===== src/rtl/alu_pkg.sv =====
`default_nettype none
// ============================================================================
//  Module     : alu_pkg
//  Description: Shared encodings for the ALU control / multiply-divide block:
//               ALUOp values, funct and opcode constants, 4-bit operation
//               codes, FSM state type and the operation decoder.
//  Ports      : none (package)
//  Revision   : 1.0 - initial release
// ============================================================================
package alu_pkg;

   // ALUOp field driven by the main controller
   localparam logic [1:0] c_aluop_add   = 2'b00;
   localparam logic [1:0] c_aluop_sub   = 2'b01;
   localparam logic [1:0] c_aluop_rtype = 2'b10;
   localparam logic [1:0] c_aluop_imm   = 2'b11;

   // R-type funct values
   localparam logic [5:0] c_fn_sll   = 6'd0;
   localparam logic [5:0] c_fn_srl   = 6'd2;
   localparam logic [5:0] c_fn_mfhi  = 6'd16;
   localparam logic [5:0] c_fn_mflo  = 6'd18;
   localparam logic [5:0] c_fn_multu = 6'd25;
   localparam logic [5:0] c_fn_divu  = 6'd27;
   localparam logic [5:0] c_fn_add   = 6'd32;
   localparam logic [5:0] c_fn_sub   = 6'd34;
   localparam logic [5:0] c_fn_and   = 6'd36;
   localparam logic [5:0] c_fn_or    = 6'd37;
   localparam logic [5:0] c_fn_xor   = 6'd38;
   localparam logic [5:0] c_fn_nor   = 6'd39;
   localparam logic [5:0] c_fn_slt   = 6'd42;

   // Immediate-class opcodes
   localparam logic [5:0] c_opc_addi = 6'd8;
   localparam logic [5:0] c_opc_slti = 6'd10;
   localparam logic [5:0] c_opc_andi = 6'd12;
   localparam logic [5:0] c_opc_ori  = 6'd13;
   localparam logic [5:0] c_opc_xori = 6'd14;
   localparam logic [5:0] c_opc_lui  = 6'd15;

   // Operation codes presented on alu_ctrl
   localparam logic [3:0] c_op_and     = 4'd0;
   localparam logic [3:0] c_op_or      = 4'd1;
   localparam logic [3:0] c_op_add     = 4'd2;
   localparam logic [3:0] c_op_sll     = 4'd3;
   localparam logic [3:0] c_op_srl     = 4'd4;
   localparam logic [3:0] c_op_lui     = 4'd5;
   localparam logic [3:0] c_op_sub     = 4'd6;
   localparam logic [3:0] c_op_slt     = 4'd7;
   localparam logic [3:0] c_op_nor     = 4'd8;
   localparam logic [3:0] c_op_xor     = 4'd9;
   localparam logic [3:0] c_op_multu   = 4'd10;
   localparam logic [3:0] c_op_divu    = 4'd11;
   localparam logic [3:0] c_op_mfhi    = 4'd12;
   localparam logic [3:0] c_op_mflo    = 4'd13;
   localparam logic [3:0] c_op_illegal = 4'd15;

   typedef enum logic [2:0] {
      ST_IDLE = 3'd0,
      ST_EXEC = 3'd1,
      ST_MUL  = 3'd2,
      ST_DIV  = 3'd3,
      ST_DONE = 3'd4
   } state_t;

   // Pure combinational decode; every path falls back to ILLEGAL.
   function automatic logic [3:0] decode_op(input logic [1:0] alu_op,
                                            input logic [5:0] opcode,
                                            input logic [5:0] funct);
      logic [3:0] op;
      op = c_op_illegal;
      case (alu_op)
         c_aluop_add: op = c_op_add;
         c_aluop_sub: op = c_op_sub;
         c_aluop_rtype: begin
            case (funct)
               c_fn_and:   op = c_op_and;
               c_fn_or:    op = c_op_or;
               c_fn_add:   op = c_op_add;
               c_fn_sub:   op = c_op_sub;
               c_fn_slt:   op = c_op_slt;
               c_fn_nor:   op = c_op_nor;
               c_fn_xor:   op = c_op_xor;
               c_fn_sll:   op = c_op_sll;
               c_fn_srl:   op = c_op_srl;
               c_fn_multu: op = c_op_multu;
               c_fn_divu:  op = c_op_divu;
               c_fn_mfhi:  op = c_op_mfhi;
               c_fn_mflo:  op = c_op_mflo;
               default:    op = c_op_illegal;
            endcase
         end
         default: begin
            case (opcode)
               c_opc_lui:  op = c_op_lui;
               c_opc_addi: op = c_op_add;
               c_opc_andi: op = c_op_and;
               c_opc_ori:  op = c_op_or;
               c_opc_xori: op = c_op_xor;
               c_opc_slti: op = c_op_slt;
               default:    op = c_op_illegal;
            endcase
         end
      endcase
      return op;
   endfunction

endpackage
`default_nettype wire


===== src/rtl/alu_muldiv_iter.sv =====
`default_nettype none
// ============================================================================
//  Module     : alu_muldiv_iter
//  Description: Iterative unsigned multiply (shift-add) / divide (restoring)
//               datapath, one bit per cycle, W iterations per operation.
//  Ports      : clk, rst     - clock, async active-high reset
//               go           - load operands and begin (one cycle)
//               is_div       - 1 = divide a/b, 0 = multiply a*b
//               a, b         - operands (a = dividend / multiplicand)
//               out          - {hi,lo}: product, or {remainder,quotient}
//               last         - one-cycle flag: out holds the final answer
//  Revision   : 1.0 - initial release
// ============================================================================
module alu_muldiv_iter #(
   parameter int W = 32
) (
   input  logic           clk,
   input  logic           rst,
   input  logic           go,
   input  logic           is_div,
   input  logic [W-1:0]   a,
   input  logic [W-1:0]   b,
   output logic [2*W-1:0] out,
   output logic           last
);

   localparam int CW = $clog2(W);

   logic [W-1:0]  r_hi;
   logic [W-1:0]  r_lo;
   logic [W-1:0]  r_opnd;
   logic [CW-1:0] r_cnt;
   logic          r_run;
   logic          r_is_div;

   logic [W:0]    w_sum;
   logic [W:0]    w_sh;
   logic [W:0]    w_diff;

   // Multiply: {hi,lo} starts as {0, multiplier}; add multiplicand into the
   // upper half when the low bit is set, then shift the pair right.
   // Divide:   {hi,lo} starts as {0, dividend}; shift left, trial-subtract
   // the divisor from the partial remainder, keep it only if non-negative.
   always_comb begin
      w_sum  = {1'b0, r_hi} + (r_lo[0] ? {1'b0, r_opnd} : {(W+1){1'b0}});
      w_sh   = {r_hi, r_lo[W-1]};
      w_diff = w_sh - {1'b0, r_opnd};
   end

   assign out = {r_hi, r_lo};

   always_ff @(posedge clk or posedge rst) begin
      if (rst) begin
         r_hi     <= '0;
         r_lo     <= '0;
         r_opnd   <= '0;
         r_cnt    <= '0;
         r_run    <= 1'b0;
         r_is_div <= 1'b0;
         last     <= 1'b0;
      end else begin
         last <= 1'b0;
         if (go) begin
            r_hi     <= '0;
            r_lo     <= is_div ? a : b;
            r_opnd   <= is_div ? b : a;
            r_cnt    <= '0;
            r_run    <= 1'b1;
            r_is_div <= is_div;
         end else if (r_run) begin
            if (r_is_div) begin
               if (!w_diff[W]) begin
                  r_hi <= w_diff[W-1:0];
                  r_lo <= {r_lo[W-2:0], 1'b1};
               end else begin
                  r_hi <= w_sh[W-1:0];
                  r_lo <= {r_lo[W-2:0], 1'b0};
               end
            end else begin
               r_hi <= w_sum[W:1];
               r_lo <= {w_sum[0], r_lo[W-1:1]};
            end
            r_cnt <= r_cnt + 1'b1;
            if (r_cnt == CW'(W-1)) begin
               r_run <= 1'b0;
               last  <= 1'b1;
            end
         end
      end
   end

endmodule
`default_nettype wire


===== src/rtl/alu_muldiv_ctrl.sv =====
`default_nettype none
// ============================================================================
//  Module     : alu_muldiv_ctrl
//  Description: ALU control + execute for the multi-cycle MIPS datapath with
//               iterative MULTU/DIVU, HI/LO registers and start/busy/done.
//  Ports      : clk, rst               - clock, async active-high reset
//               start                  - request, sampled in IDLE only
//               alu_op, opcode, funct  - decode inputs
//               a, b, shamt            - operands
//               alu_ctrl               - registered operation code
//               result, zero           - registered result and zero flag
//               hi, lo                 - HI/LO registers
//               busy, done             - handshake (done is a 1-cycle pulse)
//               illegal, div0          - status, registered with done
//  Revision   : 1.0 - initial release
// ============================================================================
module alu_muldiv_ctrl
   import alu_pkg::*;
#(
   parameter int W   = 32,
   parameter int SHW = $clog2(W)
) (
   input  logic           clk,
   input  logic           rst,
   input  logic           start,
   input  logic [1:0]     alu_op,
   input  logic [5:0]     opcode,
   input  logic [5:0]     funct,
   input  logic [W-1:0]   a,
   input  logic [W-1:0]   b,
   input  logic [SHW-1:0] shamt,
   output logic [3:0]     alu_ctrl,
   output logic [W-1:0]   result,
   output logic           zero,
   output logic [W-1:0]   hi,
   output logic [W-1:0]   lo,
   output logic           busy,
   output logic           done,
   output logic           illegal,
   output logic           div0
);

   state_t         r_state;
   logic [W-1:0]   r_a;
   logic [W-1:0]   r_b;
   logic [SHW-1:0] r_shamt;

   logic [3:0]     w_dec;
   logic           w_go;
   logic           w_is_div;
   logic [W-1:0]   w_res;
   logic [2*W-1:0] w_prod;
   logic           w_last;

   always_comb begin
      w_dec    = decode_op(alu_op, opcode, funct);
      w_is_div = (w_dec == c_op_divu);
      // The iterative unit is only launched when it will actually run;
      // a zero divisor is handled in a single EXEC cycle instead.
      w_go     = (r_state == ST_IDLE) && start &&
                 ((w_dec == c_op_multu) || (w_is_div && (b != '0)));
   end

   // Single-cycle ops evaluated on the latched operands during EXEC.
   // DIVU by zero and ILLEGAL fall through to a zero result.
   always_comb begin
      w_res = '0;
      case (alu_ctrl)
         c_op_and:  w_res = r_a & r_b;
         c_op_or:   w_res = r_a | r_b;
         c_op_add:  w_res = r_a + r_b;
         c_op_sll:  w_res = r_b << r_shamt;
         c_op_srl:  w_res = r_b >> r_shamt;
         c_op_lui:  w_res = r_b << (W/2);
         c_op_sub:  w_res = r_a - r_b;
         c_op_slt:  w_res = {{(W-1){1'b0}}, ($signed(r_a) < $signed(r_b))};
         c_op_nor:  w_res = ~(r_a | r_b);
         c_op_xor:  w_res = r_a ^ r_b;
         c_op_mfhi: w_res = hi;
         c_op_mflo: w_res = lo;
         default:   w_res = '0;
      endcase
   end

   alu_muldiv_iter #(.W(W)) u_iter (
      .clk    (clk),
      .rst    (rst),
      .go     (w_go),
      .is_div (w_is_div),
      .a      (a),
      .b      (b),
      .out    (w_prod),
      .last   (w_last)
   );

   always_ff @(posedge clk or posedge rst) begin
      if (rst) begin
         r_state  <= ST_IDLE;
         r_a      <= '0;
         r_b      <= '0;
         r_shamt  <= '0;
         alu_ctrl <= 4'd0;
         result   <= '0;
         zero     <= 1'b1;
         hi       <= '0;
         lo       <= '0;
         busy     <= 1'b0;
         done     <= 1'b0;
         illegal  <= 1'b0;
         div0     <= 1'b0;
      end else begin
         done <= 1'b0;
         case (r_state)
            ST_IDLE: begin
               if (start) begin
                  alu_ctrl <= w_dec;
                  r_a      <= a;
                  r_b      <= b;
                  r_shamt  <= shamt;
                  busy     <= 1'b1;
                  if (w_dec == c_op_multu)
                     r_state <= ST_MUL;
                  else if (w_is_div && (b != '0))
                     r_state <= ST_DIV;
                  else
                     r_state <= ST_EXEC;
               end
            end
            ST_EXEC: begin
               result  <= w_res;
               zero    <= (w_res == '0);
               illegal <= (alu_ctrl == c_op_illegal);
               // Only a zero-divisor DIVU ever reaches EXEC.
               div0    <= (alu_ctrl == c_op_divu);
               if (alu_ctrl == c_op_divu) begin
                  lo <= '1;
                  hi <= r_a;
               end
               busy    <= 1'b0;
               done    <= 1'b1;
               r_state <= ST_DONE;
            end
            ST_MUL, ST_DIV: begin
               if (w_last) begin
                  hi      <= w_prod[2*W-1:W];
                  lo      <= w_prod[W-1:0];
                  result  <= w_prod[W-1:0];
                  zero    <= (w_prod[W-1:0] == '0);
                  illegal <= 1'b0;
                  div0    <= 1'b0;
                  busy    <= 1'b0;
                  done    <= 1'b1;
                  r_state <= ST_DONE;
               end
            end
            ST_DONE: r_state <= ST_IDLE;
            default: r_state <= ST_IDLE;
         endcase
      end
   end

endmodule
`default_nettype wire


===== config.mk =====
export PLATFORM = sky130hd
export DESIGN_NAME = alu_muldiv_ctrl
export DESIGN_NICKNAME = d
export VERILOG_FILES = /design/src/rtl/alu_pkg.sv /design/src/rtl/alu_muldiv_iter.sv /design/src/rtl/alu_muldiv_ctrl.sv
export SDC_FILE = /design/constraint.sdc
export NUM_CORES = 1
export LEC_CHECK = 0
export CELL_PAD_IN_SITES_DETAIL_PLACEMENT = 0
export CELL_PAD_IN_SITES_GLOBAL_PLACEMENT = 1
export CORE_MARGIN = 1
export CORE_UTILIZATION = 45
export CTS_CLUSTER_DIAMETER = 50
export DETAILED_ROUTE_END_ITERATION = 10
export HOLD_SLACK_MARGIN = 0.08
export PLACE_DENSITY_LB_ADDON = 0.1
export SETUP_SLACK_MARGIN = 0.4
export SLEW_MARGIN = 40
export SYNTH_ARGS = -nofsm -noshare
export SYNTH_HDL_FRONTEND = slang
export SYNTH_SLANG_ARGS = --single-unit

===== constraint.sdc =====
create_clock -name clk -period 13.5 [get_ports clk]
set_input_delay 2.7 -clock clk [delete_from_list [all_inputs] [get_ports clk]]
set_output_delay 2.7 -clock clk [all_outputs]
set_load 0.05 [all_outputs]

### Word level (Yosys, flattened, before mapping)

Memory sizes are Yosys's and may differ from the RTL's.
Cells that the tools add are included.

* bits in registers: 281
* ROM bits: 256
* input port bits: 86
* output and inout bits: 105
* word-level logic and storage cells: 125
* memories: 1

* add/sub/neg operators: 5
* magnitude comparators: 1
* equality and inequality tests: 30
* shift-type cells: 2
* multiplexer cells: 43
* bitwise logic cells: 4
* reduce and logical (&&, ||, !) cells: 19

Memories
* (no name shown): words 64, width 4, rd ports 1, clocked after memory_dff 0, write ports 0, RTL line alu_pkg.sv:76 `case (funct)`

Operators by type and width (number)
* 2-to-1 mux 32 bit: 14
* case mux 32 bit (12 select lines): 1
* case mux 32 bit (2 select lines): 3
* zero test 32 bit: 2
* == test 6 x 4 -> 1 bit, second input constant: 6
* adder 32 x 33 -> 33 bit: 1
* subtractor 33 x 32 -> 33 bit: 1
* adder 32 bit: 1
* AND 32 bit: 1
* == test 4 bit, second input constant: 8
* less-than comparator 32 bit: 1
* inverter 32 bit: 1
* bitwise OR 32 bit: 1
* nonzero test 32 bit: 1
* left shift 32 x 5 -> 32 bit: 1
* >> shifter 32 x 5 -> 32 bit: 1
* subtractor 32 bit: 1
* XOR 32 bit: 1
* case mux 4 bit (6 select lines): 1
* == test 4 x 3 -> 1 bit, second input constant: 4
* case mux 4 bit (3 select lines): 1
* 2-to-1 mux 1 bit: 11
* 2-to-1 mux 5 bit: 2
* case mux 3 bit (3 select lines): 1
* other kinds (24): 38

### Logic depth before layout (Yosys ltp)

Gate-level depths: netlist of the first run.

* depth in word-level cells: 9
* depth in mapped cells: 17
* gate-level depth less buffers: 16

### Modules after synthesis

From an unflattened synthesis of the first run, not the netlist that was laid out.

* cells, all modules: 3504
* area, all modules: 27895.5 um^2

By module, submodules not included
* alu_muldiv_ctrl: times used 1, cells an instance 2372, area an instance 18492.7 um^2, sequential area each 4430.5 um^2
* alu_muldiv_iter: times used 1, cells an instance 1132, area an instance 9402.8 um^2, sequential area each 2602.5 um^2

### Worst setup path before layout of the first run

No wires, ideal clock.

* kind: in2reg
* start point: input funct[0]
* end point: register u_iter.r_hi[22]
* arrival time: 5.079 ns
* path slack: 8.339 ns
* stages: 14
* path buffers: 3
* path through: inv_1 > ha_1 > mux2_2 > a22oi_1 > o22ai_1 > a21oi_1 > o211ai_1 > nor2_1 > a211o_1 > clkbuf_1 > clkbuf_1 > buf_1 > o221ai_1 > a31oi_1

* cells in the longest elaborated chain, start to end: 7
* elaborated cells on any way between the ends: 9
* classes of those cells: eq/ne: 2; mux: 2; reduce/logical: 4; memory: 1

RTL lines
* start, declared: RTL line alu_muldiv_ctrl.sv:28 `input logic [5:0] funct,`
* memory read (64 x 4 bit) *
* case mux 4 bit (3 select lines) *: RTL line alu_pkg.sv:72 `case (alu_op)`
* == test 4 bit: RTL line alu_muldiv_ctrl.sv:57 `w_is_div = (w_dec == c_op_divu);`
* logical AND 1 bit: RTL line alu_muldiv_ctrl.sv:61 `((w_dec == c_op_multu) || (w_is_div && (b != '0)));`
* logical OR 1 bit *: RTL line alu_muldiv_ctrl.sv:61
* logical AND 1 bit *: RTL line alu_muldiv_ctrl.sv:60 `w_go = (r_state == ST_IDLE) && start &&`
* 2-to-1 mux 32 bit or nonzero test 2 bit (tied branches)
* end signal, assigned: RTL line alu_muldiv_iter.sv:73 `r_hi <= w_diff[W-1:0];`
* end signal, assigned: RTL line alu_muldiv_iter.sv:76 `r_hi <= w_sh[W-1:0];`
* end signal, assigned: RTL line alu_muldiv_iter.sv:80 `r_hi <= w_sum[W:1];`
* end, declared: RTL line alu_muldiv_iter.sv:29 `logic [W-1:0] r_hi;`

Every way passes the cells marked *; elsewhere a longest branch is shown, timed or not.
A chain may end at the register's enable or synchronous reset.

### Worst setup path after layout of the first run

* start point: input funct[0]
* end point: register u_iter.r_hi[3]

Same word-level chain as after synthesis.

==> impl_results.md, run 1 <==
* Die Footprint at 60,000 µm²
* Buf/Inv on CP at 4
* Total count of max-transition violations in the final report at 0
* Met2 Wirelength at 51.1 mm
* Count of flip-flops with a built-in enable after synthesis at 0
* Worst hold endpoint: result[0]
* Cell type group with the largest total delay on the critical path: compound AO/OA/AOI/OAI gates
* Final setup viols at 0
* Routed length on met3 at 13.4 mm
* Proportion of layout cells with a drive suffix above 1 at 8.49%
* Critical setup path kind: in -> reg
* Top_reg_cell synth: sky130_fd_sc_hd__dfrtp_1
* Die boundary width at 245 µm
* PostCTS Resize Cnt at 0
* Routed vias/inst at 6.80
* Count of antenna-violating nets left after detailed routing at 0
* Arrival @ worst endpoint at 6.69 ns
* RR Startpoint: r_b[1]
* Antenna violations before repair at 2
* Dominant cell type by area after synthesis: sky130_fd_sc_hd__dfrtp_1
* Number of search-and-repair iterations in the first detailed-routing pass at 8
* Most frequent standard cell in the layout excluding fill and tap cells: sky130_fd_sc_hd__nand2_1
* Routability congestion estimate at 1.07
* Total global routing track utilization at 40.0%
* CTS tree: done
* Required time of the worst setup path at 14.04 ns
* Area delta synth->final at 14.1%
* Endpoint of the worst register-to-register path: zero
* Fmax achieved at 162 MHz
* Async SR Flop Fraction at 100%
* Number of cell instances on the worst register-to-register path at 14
* Cell with the largest stage delay on the worst path: sky130_fd_sc_hd__buf_4
* Slew of the pin with the lowest slew margin at 0.895 ns
* Clock H-tree levels at 2
* DRC at 0
* Count of max-cap constraint violations at 0
* Most used cells in the layout excluding fill and tap cells: sky130_fd_sc_hd__nand2_1, sky130_fd_sc_hd__nor2_1, sky130_fd_sc_hd__o21ai_0, sky130_fd_sc_hd__dfrtp_1, sky130_fd_sc_hd__a21oi_1
* Clock slew seen by the registers of the worst setup and hold paths at 0.06 ns
* Sequential share of the synthesized area at 26.5%
* Number of distinct library cell variants in the gate-level netlist after synthesis at 103
* Worst min-delay path class: reg -> reg
* Length of routed wiring on met1 at 50.9 mm
* Origin of the worst min-delay path: result[0]
* Maximum number of pins on one net before global-route repair at 136
* Maximum buffer depth of the clock tree at 3
* Top Layer Used: met5
* Starting Density at 45.8%
* Seq cells post-synth at 281
* Num CTS Buffers at 42
* List of cells traversed by the critical path: clkdlybuf4s50_1 -> inv_1 -> ha_1 -> mux2_2 -> a22oi_1 -> o22ai_1 -> a21oi_1 -> o211ai_1 -> buf_4 -> nor2_1 -> a211o_4 -> buf_4 -> o211ai_1 -> a21oi_1 -> a31o_2
* Core Rows at 88
* Number of global-route vias before repair at 25,666
* Setup repair after global routing missed its margin: no
* Clock network latency to the later pin of the worst-skew pair at 0.62 ns
* Total number of vias at 27,955
* Nets at 3,572
* Syn avg cell area at 8.06 µm²
* Number of buffers added for setup after CTS at 0
* Sink count of the clock tree at 281
* Setup slack on the worst flop-to-flop path at 7.80 ns
* Core ar. at 58,000 µm²
* Routed WL per cell at 29.6 µm
* Detailed Route Iter0 Violations at 3,762
* Min Tclk post-route at 6.16 ns
* Overflow left after global routing at 0
* Tcrit/Tclk final at 45.6%
* Number of hold violations in the final report at 0
* Y dimension of the die at 245 µm
* Wire length of the first global-routing pass at 178 mm
* Leading cell types by total area after synthesis: sky130_fd_sc_hd__dfrtp_1, sky130_fd_sc_hd__ha_1, sky130_fd_sc_hd__nand2_1
* Top-area cell type share of the netlist area at 26.4%
* Worst relative slew slack at 38.6%
* Critical path launch point type: input pin
* Fillers at 5,453
* I/O Pins at 191
* Clock tree root buffer cell: sky130_fd_sc_hd__clkbuf_16
* Syn Nets at 3,554
* Max Clock Skew at 0.0389 ns
* Hold Crit Depth at 1
* Total negative slack for setup checks at 0 ns
* Instance count of the mapped netlist at 3,295
* Kind of capture point of the worst setup path: flip-flop
* Setup crit start: funct[0]
* Mapped Area at 26,600 µm²
* Routed WL at 122 mm
* Top fanout value on the critical path at 90
* Largest stage delay, worst path at 0.75 ns
* Half-perimeter wire length of the detailed placement result at 91.4 mm
* IO Port Bufs at 190
* Outcome: complete, no violations
* CTS Hold Bufs at 0
* Synth Warn # at 0
registers in the layout (all words and copies together) (netlist names), 3 cells and up:
name / count
u_iter.r_lo: 32
result: 32
r_shamt: 5
r_state: 3
u_iter.r_opnd: 32
u_iter.r_hi: 32
lo: 32
hi: 32
u_iter.r_cnt: 5
alu_ctrl: 4
r_b: 32
r_a: 32
routing by layer:
layer | global-route usage, % | vias to the layer above
li1 | - | 12197
met1 | 56.7 | 13633
met2 | 57.6 | 1812
met3 | 9.36 | 311
met4 | 17.6 | 2
met5 | 0 | -
logic make-up (layout without fill, tap and decap cells):
family          count (synthesis)  in the layout  share of synthesized area, %
other cells                     0              1                             0
xor+xnor                       64             64                          2.11
buf+inv                       419            471                          6.42
flops                         281            281                          26.5
fa+ha+maj                     173            173                          8.26
mux                           234            234                          11.9
simple gates                 1026           1026                          17.6
compound gates               1098           1098                          27.2
Yosys cell counts (61+ instances only):
cell                       count
sky130_fd_sc_hd__nand2_1     389
sky130_fd_sc_hd__nor2_1      289
sky130_fd_sc_hd__dfrtp_1     280
sky130_fd_sc_hd__o21ai_0     271
sky130_fd_sc_hd__a21oi_1     209
sky130_fd_sc_hd__clkbuf_1    187
sky130_fd_sc_hd__ha_1        169
sky130_fd_sc_hd__inv_1       154
sky130_fd_sc_hd__mux2i_1     138
sky130_fd_sc_hd__o22ai_1      82
sky130_fd_sc_hd__o211ai_1     71
sky130_fd_sc_hd__nor3_1       68
sky130_fd_sc_hd__a21o_1       61
how the worst max path moves through the flow:
stage	slack, ns	to	cells after the start
after global placement	6.82	u_iter.r_lo[0]	15
after floorplan	3.05	alu_ctrl[0]	1
after detailed placement	6.84	u_iter.r_hi[3]	15
final	7.34	u_iter.r_hi[3]	15
after global routing	7.05	u_iter.r_hi[5]	15
after CTS	7.46	u_iter.r_hi[3]	15
metrics by stage:
step	setup WS [ns]	utilization [%]	area, µm²	instances	hold WS [ns]
floorplan	3.05	-	26600	3295	0.453
global placement	6.82	49.6	28800	4034	0.463
detailed placement	6.84	49.6	28800	4034	0.467
CTS	7.46	52.2	30300	4112	0.483
global route	7.05	52.2	30300	4112	0.505
finish	7.34	52.2	30300	4113	0.476
area by class of cell:
cell class | count | area [µm²] | area share [%]
clock inverters | 25 | 318 | 1.05
repair buffers | 234 | 2250 | 7.44
multi-input cells | 2595 | 17900 | 59.1
clock buffers | 53 | 1180 | 3.91
well taps | 765 | 957 | 3.16
inverters | 159 | 609 | 2.01
diodes | 1 | 2.50 | 0.00826
flip-flops and latches | 281 | 7050 | 23.3
Power of run 1 is left out: the tool's default activity adds up to more than one toggle a clock period on the data nets, which glitch-free logic cannot reach.
==> run 2: changes to the inputs <==
Clock period 13.5 ns to 6.41 ns, I/O delays scaled along.
==> run 2 against run 1 <==
Effect of this change:
- final area rose by 1.4%
- flip-flop and latch count unchanged
- global-route usage up 1.6 points
- routed wire length up 4.1%
- sequential share of layout area fell by 0.31 points
- hold slack improved by 0.0090 ns
- count of clock-buffer cells in the layout grew 1
- critical endpoint is now zero
==> impl_results.md, run 2 (same netlist as run 1, synthesis figures left out) <==
* Number of hold violations in the final report at 0
* Setup repair after global routing missed its margin: no
* Arrival @ worst endpoint at 5.94 ns
* Most used cells in the layout excluding fill and tap cells: sky130_fd_sc_hd__nand2_1, sky130_fd_sc_hd__nor2_1, sky130_fd_sc_hd__dfrtp_1
* Maximum buffer depth of the clock tree at 3
* Required time of the worst setup path at 6.92 ns
* Min Tclk post-route at 5.43 ns
* Count of antenna-violating nets left after detailed routing at 0
* Number of global-route vias before repair at 26,678
* Largest stage delay, worst path at 0.97 ns
* Proportion of layout cells with a drive suffix above 1 at 9.33%
* Fmax achieved at 184 MHz
* Detailed Route Iter0 Violations at 4,090
* CTS tree: done
* Y dimension of the die at 245 µm
* Nets at 3,602
* Routed WL at 127 mm
* Tcrit/Tclk final at 84.8%
* Cell with the largest stage delay on the worst path: sky130_fd_sc_hd__clkinv_1
* Routed WL per cell at 30.6 µm
* Max Clock Skew at 0.0286 ns
* Routed vias/inst at 6.84
* Starting Density at 45.8%
* Num CTS Buffers at 42
* Clock slew seen by the registers of the worst setup and hold paths at 0.06 ns
* Worst min-delay path class: reg -> reg
* Total global routing track utilization at 41.6%
* Wire length of the first global-routing pass at 184 mm
* Most common cell type on the critical path: sky130_fd_sc_hd__nand4_1
* Total negative slack for setup checks at 0 ns
* Routability congestion estimate at 1.14
* Overflow left after global routing at 0
* Total number of vias at 28,354
* Count of max-cap constraint violations at 0
* Slew of the pin with the lowest slew margin at 0.994 ns
* Final setup viols at 0
* Die Footprint at 60,000 µm²
* Clock network latency to the later pin of the worst-skew pair at 0.61 ns
* Core ar. at 58,000 µm²
* Clock H-tree levels at 2
* Critical path launch point type: flip-flop
* Total count of max-transition violations in the final report at 0
* Core Rows at 88
* Critical setup path kind: reg -> reg
* I/O Pins at 191
* Sink count of the clock tree at 281
* Number of search-and-repair iterations in the first detailed-routing pass at 9
* DRC at 0
* IO Port Bufs at 190
* Kind of capture point of the worst setup path: flip-flop
* Half-perimeter wire length of the detailed placement result at 96.4 mm
* Number of buffers added for setup after CTS at 0
* Most frequent standard cell in the layout excluding fill and tap cells: sky130_fd_sc_hd__nand2_1
* Area delta synth->final at 15.6%
* Worst hold slack at 0.485 ns
* Fillers at 5,450
* Antenna violations before repair at 5
* PostCTS Resize Cnt at 0
* Top fanout value on the critical path at 35
* CTS Hold Bufs at 0
* Die boundary width at 245 µm
* Worst relative slew slack at 33.1%
* Maximum number of pins on one net before global-route repair at 152
* List of cells traversed by the critical path: clkinv_1 -> nand2_1 -> o32ai_1 -> or4_4 -> nor4_2 -> nand4_1 -> nor4_2 -> nand4_1 -> nor4b_2 -> nand4_1 -> o31ai_2
* Outcome: complete, no violations
* Clock tree root buffer cell: sky130_fd_sc_hd__clkbuf_16
## run 2: path summary, 6_finish.rpt
path / startpoint / endpoint / slack [ns] / cells after the start
worst max-delay path: r_shamt[3] / zero / 0.98 / 11
worst min-delay path: result[25] / result[25] / 0.48 / 2
worst max register to register: r_shamt[3] / zero / 0.98 / 11
worst min register to register: result[25] / result[25] / 0.48 / 2
max in group asynchronous: rst / hi[27] / 4.36 / 4
min in group asynchronous: rst / u_iter.r_lo[4] / 1.13 / 3
## run 2: layout make-up
cell class	instances	area (µm²)	area share, %
tap	765	957	3.12
antenna	2	5.00	0.0163
multi-input combinational	2595	17900	58.4
clock buffer	54	1180	3.83
sequential	281	7050	23.0
inverter	159	601	1.96
timing repair buffer	264	2600	8.48
clock inverter	23	382	1.24
## run 2: through the flow
stage	area [µm²]	utilization [%]	instances	worst slack [ns]
floorplan	26600	-	3295	1.41
global placement	29000	49.9	4057	1.22
detailed placement	29100	50.1	4061	1.27
CTS	30600	52.8	4138	1.21
global route	30700	52.9	4141	1.05
finish	30700	52.9	4143	0.975
## run 2: routing by layer
metal  vias up  track usage, %  share of wire, %
met2      1832            60.3                42
met3       347            11.4                12
met4         4            21.7               5.9
li1      12250               -                 -
met5         -               0             0.021
met1     13921            56.1                40
## run 2: critical path, delay by kind of cell, from the launching register on
| kind | cells | cell delay [ns] |
|---|---|---|
| buffers and inverters | 1 | 0.97 |
| and+or+nand+nor | 8 | 2.95 |
| DFF | 1 | 0.92 |
| AOI/OAI and AO/OA | 2 | 0.45 |
Power of run 2 is left out for the same reason.
